### config.mk
export PLATFORM = sky130hd
export DESIGN_NAME = x_host
export DESIGN_NICKNAME = d
export VERILOG_FILES = /design/src/rtl/x_host.sv
export SDC_FILE = /design/constraint.sdc
export NUM_CORES = 1
export LEC_CHECK = 0
export CORE_MARGIN = 1
export CORE_UTILIZATION = 40
export CTS_BUF_LIST = sky130_fd_sc_hd__clkbuf_4 sky130_fd_sc_hd__clkbuf_8
export DETAILED_ROUTE_END_ITERATION = 8
export HOLD_SLACK_MARGIN = 0.03
export PLACE_DENSITY_LB_ADDON = 0.1
export SLEW_MARGIN = 20
export SYNTH_ARGS = -nofsm -noshare
export SYNTH_HDL_FRONTEND = slang
export SYNTH_SLANG_ARGS = --single-unit
### constraint.sdc
create_clock -name i_clk -period 2.4 [get_ports i_clk]
set_clock_uncertainty 0.05 [all_clocks]
set_input_delay 0.24 -clock i_clk [delete_from_list [all_inputs] [get_ports i_clk]]
set_output_delay 0.24 -clock i_clk [all_outputs]
set_load 0.05 [all_outputs]
### src/rtl/x_host.sv
// rtl/x_host.sv - word-level request initiator for the delay-line byte protocol
// Emits nibble-coded command bytes and gathers returned bytes over valid/accept.
module x_host #(
  parameter int CAP_WAIT = 4,
  parameter int TIMEOUT  = 15
) (
  input  logic        i_clk,
  input  logic        i_rst_n,
  input  logic        i_cmd_valid,
  output logic        o_cmd_ready,
  input  logic [1:0]  i_cmd_op,
  input  logic [31:0] i_cmd_data,
  output logic        o_rsp_valid,
  output logic        o_rsp_err,
  output logic [31:0] o_rsp_data,
  output logic        o_valid,
  output logic [7:0]  o_data,
  input  logic        i_valid,
  input  logic [7:0]  i_data,
  output logic        o_accept
);

  typedef enum logic [2:0] {
    S_IDLE,
    S_LOAD,
    S_CAP,
    S_UNL,
    S_WAIT,
    S_RSP
  } state_t;

  localparam logic [1:0] OP_LOAD  = 2'd0;
  localparam logic [1:0] OP_READ  = 2'd1;
  localparam logic [1:0] OP_CAP   = 2'd2;
  localparam logic [7:0] CMD_UNL  = 8'h01;
  localparam logic [7:0] CMD_CAP  = 8'h02;
  localparam logic [7:0] CAP_LAST = 8'(CAP_WAIT);
  localparam logic [3:0] TO_LAST  = 4'(TIMEOUT - 1);

  state_t      state, state_d;
  logic [7:0]  cnt, cnt_d;
  logic [3:0]  wcnt, wcnt_d;
  logic [1:0]  bcnt, bcnt_d;
  logic [31:0] shreg, shreg_d;
  logic        valid_d;
  logic [7:0]  data_d;
  logic        rsp_valid_d;
  logic        rsp_err_d;
  logic [31:0] rsp_data_d;
  logic        ready_d;

  // Returned bytes are only consumed while waiting for one; otherwise they stay pending.
  assign o_accept = (state == S_WAIT) & i_valid;

  always_comb begin
    state_d     = state;
    cnt_d       = cnt;
    wcnt_d      = wcnt;
    bcnt_d      = bcnt;
    shreg_d     = shreg;
    valid_d     = 1'b0;
    data_d      = o_data;
    rsp_valid_d = 1'b0;
    rsp_err_d   = 1'b0;
    rsp_data_d  = o_rsp_data;
    case (state)
      S_IDLE: begin
        if (i_cmd_valid && o_cmd_ready) begin
          case (i_cmd_op)
            OP_LOAD: begin
              state_d = S_LOAD;
              valid_d = 1'b1;
              data_d  = {i_cmd_data[31:28], 4'h0};
              shreg_d = {i_cmd_data[27:0], 4'h0};
              cnt_d   = 8'd1;
            end
            OP_READ: begin
              state_d = S_UNL;
              valid_d = 1'b1;
              data_d  = CMD_UNL;
              bcnt_d  = 2'd0;
            end
            OP_CAP: begin
              state_d = S_CAP;
              valid_d = 1'b1;
              data_d  = CMD_CAP;
              cnt_d   = 8'd0;
            end
            default: begin
              state_d     = S_RSP;
              rsp_valid_d = 1'b1;
              rsp_err_d   = 1'b1;
            end
          endcase
        end
      end
      S_LOAD: begin
        if (cnt == 8'd8) begin
          state_d     = S_RSP;
          rsp_valid_d = 1'b1;
        end else begin
          valid_d = 1'b1;
          data_d  = {shreg[31:28], 4'h0};
          shreg_d = {shreg[27:0], 4'h0};
          cnt_d   = cnt + 8'd1;
        end
      end
      S_CAP: begin
        if (cnt == CAP_LAST) begin
          state_d     = S_RSP;
          rsp_valid_d = 1'b1;
        end else begin
          cnt_d = cnt + 8'd1;
        end
      end
      S_UNL: begin
        state_d = S_WAIT;
        wcnt_d  = 4'd0;
      end
      S_WAIT: begin
        if (i_valid) begin
          shreg_d = {shreg[23:0], i_data};
          bcnt_d  = bcnt + 2'd1;
          if (bcnt == 2'd3) begin
            state_d     = S_RSP;
            rsp_valid_d = 1'b1;
            rsp_data_d  = {shreg[23:0], i_data};
          end else begin
            state_d = S_UNL;
            valid_d = 1'b1;
            data_d  = CMD_UNL;
          end
        end else if (wcnt == TO_LAST) begin
          state_d     = S_RSP;
          rsp_valid_d = 1'b1;
          rsp_err_d   = 1'b1;
          rsp_data_d  = 32'h0;
        end else begin
          wcnt_d = wcnt + 4'd1;
        end
      end
      S_RSP: state_d = S_IDLE;
      default: state_d = S_IDLE;
    endcase
    ready_d = (state_d == S_IDLE);
  end

  // Outputs are registered from the next-state decision so they line up with the state.
  always_ff @(posedge i_clk or negedge i_rst_n) begin
    if (!i_rst_n) begin
      state       <= S_IDLE;
      cnt         <= 8'd0;
      wcnt        <= 4'd0;
      bcnt        <= 2'd0;
      shreg       <= 32'h0;
      o_valid     <= 1'b0;
      o_data      <= 8'h0;
      o_rsp_valid <= 1'b0;
      o_rsp_err   <= 1'b0;
      o_rsp_data  <= 32'h0;
      o_cmd_ready <= 1'b0;
    end else begin
      state       <= state_d;
      cnt         <= cnt_d;
      wcnt        <= wcnt_d;
      bcnt        <= bcnt_d;
      shreg       <= shreg_d;
      o_valid     <= valid_d;
      o_data      <= data_d;
      o_rsp_valid <= rsp_valid_d;
      o_rsp_err   <= rsp_err_d;
      o_rsp_data  <= rsp_data_d;
      o_cmd_ready <= ready_d;
    end
  end

endmodule

---- Word-level counts from Yosys, hierarchy flattened ----
Cells that the tools add are included.
storage, ports and cells
  output and inout port bits .............. 45
  logic and storage cells ................. 103
  input port bits ......................... 46
  register bits ........................... 93
cells by class
  add/subtract/negate cells ............... 3
  bitwise operators ....................... 1
  equality and inequality tests ........... 22
  reduce and logical (&&, ||, !) cells .... 16
  multiplexer cells ....................... 50
operator list
  cell                                           count
  2-to-1 mux 32 bit                              7
  case mux 32 bit (3 select lines)               1
  case mux 8 bit (3 select lines)                3
  2-to-1 mux 8 bit                               7
  2-to-1 mux 3 bit                               6
  case mux 8 bit (2 select lines)                1
  case mux 3 bit (5 select lines)                1
  != test 2 bit, second input constant           7
  2-to-1 mux 1 bit                               13
  AND reduction 5 bit                            2
  case mux 3 bit (3 select lines)                1
  adder 8 x 1 -> 8 bit, second input constant    1
  == test 8 x 3 -> 1 bit, second input constant  1
  == test 8 x 4 -> 1 bit, second input constant  1
  2-to-1 mux 4 bit                               2
  case mux 4 bit (2 select lines)                1
  == test 3 x 2 -> 1 bit, second input constant  2
  logical NOT 3 bit                              2
  2-to-1 mux 2 bit                               3
  != test 2 x 1 -> 1 bit, second input constant  3
  AND reduction 3 bit                            2
  AND reduction 6 bit                            1
  nonzero test 2 bit                             3
  nonzero test 3 bit                             2
  18 further kinds                               19

---- Depth between registers and ports, before layout ----
  word-level depth ........................ 5
  depth in mapped cells ................... 8
  depth with buffers taken out ............ 6

---- Worst setup path before layout ----
OpenSTA, ideal clock, no wires.
  kind .................................... reg2reg
  start ................................... register state[2]
  end ..................................... register bcnt[0]
  cell stages (with the launch flop) ...... 7
  path buffers ............................ 3
  clock period less this slack ............ 2.655 ns
  path slack .............................. -0.255 ns
  setup time .............................. 0.073 ns
  data arrival time ....................... 2.532 ns
  data required time ...................... 2.277 ns
  path through ............................ dfrtp_1 -> buf_6 -> clkbuf_1 -> clkbuf_1 -> nand2_1 -> nor3_1 -> mux2_2
between the ends
  word-level cells in the longest chain between the ends .. 3
  elaborated cells between the ends (all ways) .. 8
  classes of those cells .................. eq/ne: 4; mux: 1; reduce/logical: 3
ends and longest elaborated chain
  item                                                line  source
  from (decl)                                         40    state_t state, state_d;
  from (signal assigned)                              163   state <= state_d;
  == test 3 bit or logical NOT 3 bit (tied branches)  66    case (state)
  != test 2 bit (no line) (tied with other cells)     -
  AND reduction 4 bit (no line)                       -
  to (signal assigned)                                166   bcnt <= bcnt_d;
  to (decl)                                           43    logic [1:0] bcnt, bcnt_d;
Parallel ways exist; a longest one is shown, timed or not.
A chain may end at the register's enable or synchronous reset.

---- Final worst setup path ----
  start ................................... register state[2]
  end ..................................... output port o_accept
between the ends
  word-level cells in the longest chain between the ends .. 2
ends and longest elaborated chain
  item           line  source
  == test 3 bit  53    assign o_accept = (state == S_WAIT) & i_valid;
  AND 1 bit      53
  to (decl)      20    output logic o_accept
Every way passes these cells.

==> results by group <==
Timing
  • Period utilisation layout: 0.936
  • Final Hold Fails: 0
  • Crit path time final: 2.25 ns
  • F_max: 445 MHz
  • Setup ws final: 0.154 ns
  • Setup tns final: 0 ns
  • Final Max Tran Viols: 0
  • Least-Margin Pin Slew: 0.612 ns
  • Setup-failing EPs final: 0
  • RSZ-0062 raised after global routing: false
  • Worst rel slew slack: 0.589

Global routing
  • Largest net degree at the start of global routing: 66
  • Gr usage total: 0.223
  • Grt ovf: 0
  • First-pass GRT wire length: 24.6 mm
  • Initial antenna violation count: 0
  • Vias in the first global route: 4735

Power
  • Total power: 8.29 mW
  • Clock share of power: 0.146
  • Sw Ratio: 0.432
  • Int Power: 4.71 mW
  • Worst VDD drop: 0.416 mV
  • Sequential Power Share: 0.293
  • Sw power: 3.58 mW
  • LEAKAGE: 2.99 nW
  • Pwr Density: 1200 nW/um2
  • Comb pwr share: 0.560

Outcome
  • Status: completed

Yosys
  • Post-Synthesis Cells: 613
  • Synth Register Bits: 91
  • Post-synth EDFFs: 0
  • Ys async rst share: 1.00
  • Cell variety after synth: 66
  • Predominant post-synthesis flop cell: dfrtp_1
  • Post-synthesis sequential area ratio: 0.418
  • Mapped cell area: 5450 um2
  • Avg Cell Area, Syn: 8.89 um2
  • Yosys warning count: 0

Die
  • Core Region: 13200 um2
  • Die Y: 119 um
  • FP Rows: 42
  • Die area: 14100 um2
  • Starting density of the core: 0.411
  • IO Pins: 91
  • Die W: 119 um

Clock tree
  • Clock root buffer: clkbuf_8
  • Num CTS Buffers: 9
  • Clock Sinks: 91
  • Clock Path Buffers: 2
  • Clock slew at reported path FFs: 0.10 ns
  • CTS H-tree depth: 3
  • Clk Latency, worst-skew pair: 0.39 ns
  • CTS tree: done

Critical path
  • CP Launch Type: flip-flop
  • Required @ worst endpoint: 2.11 ns
  • CP max FO: 58
  • RR Endpoint: cnt[7]
  • Critical Path AT: 1.96 ns
  • R2r worst-path depth: 5
  • R2R setup slack: 0.23 ns
  • WS Path Type: reg2out
  • Reg2reg start: state[0]
  • Critical Path End Type: output port

Placed design
  • Dpl hpwl: 10.4 mm
  • Placer Congestion: 0.891
  • Worst slack at placement: -0.0904 ns
  • Cell total after placement: 860
  • # port buffers: 88

Route
  • Routed len/inst: 16.9 um
  • Antenna viol nets, final: 0
  • DRC: 0
  • Vias per inst: 5.48
  • Drt pass-1 iters: 5
  • Drt total wl: 14.9 mm
  • Initial DRC Count: 261
  • Via count: 4819

Min path
  • Min-delay worst type: in2async

Flow run
  • Max-cap viol count: 0

Layout
  • Fin nets: 755
  • Area grow syn2layout: 26.8%
  • Ant. Diodes: 0
  • Share of cells above drive strength 1: 0.102
  • Post-Layout Cell Count: 879
  • Util after Layout: 0.522
==> stage by stage <==
| stage | hold slack (ns) | cell area, um2 |
|---|---|---|
| after floorplan | -0.106 | 5460 |
| after global placement | 0.208 | 6630 |
| after detailed placement | 0.213 | 6630 |
| after CTS | 0.331 | 6870 |
| after global routing | 0.364 | 6910 |
| final | 0.317 | 6910 |
==> per-layer routing <==
| metal | up-vias | global-route usage | share of wire |
|---|---|---|---|
| met4 | 0 | 0.0870 | 0.021 |
| met3 | 21 | 0.0434 | 0.043 |
| li1 | 2359 | - | - |
| met5 | - | 0 | 0 |
| met2 | 125 | 0.330 | 0.43 |
| met1 | 2314 | 0.318 | 0.50 |
==> flip-flops by register name, summed over array words and instances, names as in the netlist, 2 cells and up <==
signal	count
o_data	6
o_rsp_data	32
cnt	8
bcnt	2
state	3
wcnt	4
shreg	32
==> final cells by class <==
type	instances	area, um2
Clock buffer	11	151
Clock inverter	4	73.8
Fill cell	1296	6330
Inverter	36	135
Multi-Input combinational cell	436	2820
Sequential cell	91	2280
Tap cell	176	220
Timing Repair Buffer	125	1230
==> worst max-delay path by stage <==
stage                      startpoint   endpoint  slack (ns)
after global placement    i_cmd_valid   shreg[1]       -0.03
final                        state[2]   o_accept        0.15
after global routing         state[2]   o_accept        0.06
after detailed placement  i_cmd_valid   shreg[7]       -0.09
after floorplan           o_cmd_ready  shreg[10]        0.17
after CTS                    state[0]   shreg[7]        0.01
==> critical path, cell delays in order, from the launching register on <==
cell	delay (ns)
dfrtp_2	0.49
buf_6	0.37
nand2_1	0.15
nor3_2	0.35
buf_12	0.19
==> power by group through the flow <==
stage / Clock (mW) / Sequential (mW) / Combinational, mW
after floorplan: 0 / 2.69 / 2.98
after global placement: 0 / 2.45 / 4.46
after detailed placement: 0 / 2.45 / 4.53
after CTS: 1.25 / 2.43 / 4.55
after global routing: 1.31 / 2.49 / 5.08
final: 1.21 / 2.43 / 4.64
==> repair_timing <==
item / CTS / global route
endpoints found under the setup margin: 1 / 22
gates cloned: 0 / 0
pin swaps: 0 / 1
setup buffers: 0 / 3
gates resized for setup: 1 / 1
hold buffers: 1 / 0
endpoints found under the hold margin: 40 / 0
==> kinds of logic (layout without fill, tap and decap cells) <==
logic type | count (synthesis) | after routing | synth area share
adders and majority gates | 10 | 10 | 0.0230
xor gates and xnor gates | 4 | 4 | 0.00643
AOI/OAI and AO/OA | 162 | 162 | 0.200
muxes | 39 | 39 | 0.0781
DFF | 91 | 91 | 0.418
buffers and inverters | 87 | 176 | 0.0687
other | 1 | 2 | 0.000688
and+or+nand+nor | 219 | 219 | 0.205
==> layout by cell type, fill, tap and decap left out, types with 7 or more instances in the layout <==
cell type / instances
dfrtp_1: 89
clkdlybuf4s50_1: 86
nand2_1: 83
o21ai_0: 48
nor2_1: 44
inv_1: 36
buf_4: 31
mux2i_1: 26
nor2b_1: 24
nor3_1: 23
o221ai_1: 22
a31oi_1: 20
o211ai_1: 12
a21oi_1: 11
clkbuf_8: 11
ha_1: 10
o21ai_1: 9
mux2_1: 7
==> cell usage after synthesis (5+ instances only) <==
master	instances	area [um2]
dfrtp_1	91	2280
nand2_1	83	312
o21ai_0	48	240
nor2_1	44	165
inv_1	36	135
clkbuf_1	26	97.6
mux2i_1	26	260
nor2b_1	24	150
nor3_1	24	120
o221ai_1	22	193
a31oi_1	20	125
buf_2	14	70.1
o211ai_1	12	90.1
a21oi_1	11	55.1
ha_1	10	125
o21ai_1	10	50.1
mux2_1	7	78.8
nand3_1	6	30.0
or3_1	6	37.5
a22o_1	5	43.8
a2bb2oi_1	5	43.8
a311o_1	5	50.1
buf_1	5	18.8
mux2_4	5	75.1
Note: power is estimated with default switching activity, not from simulation.
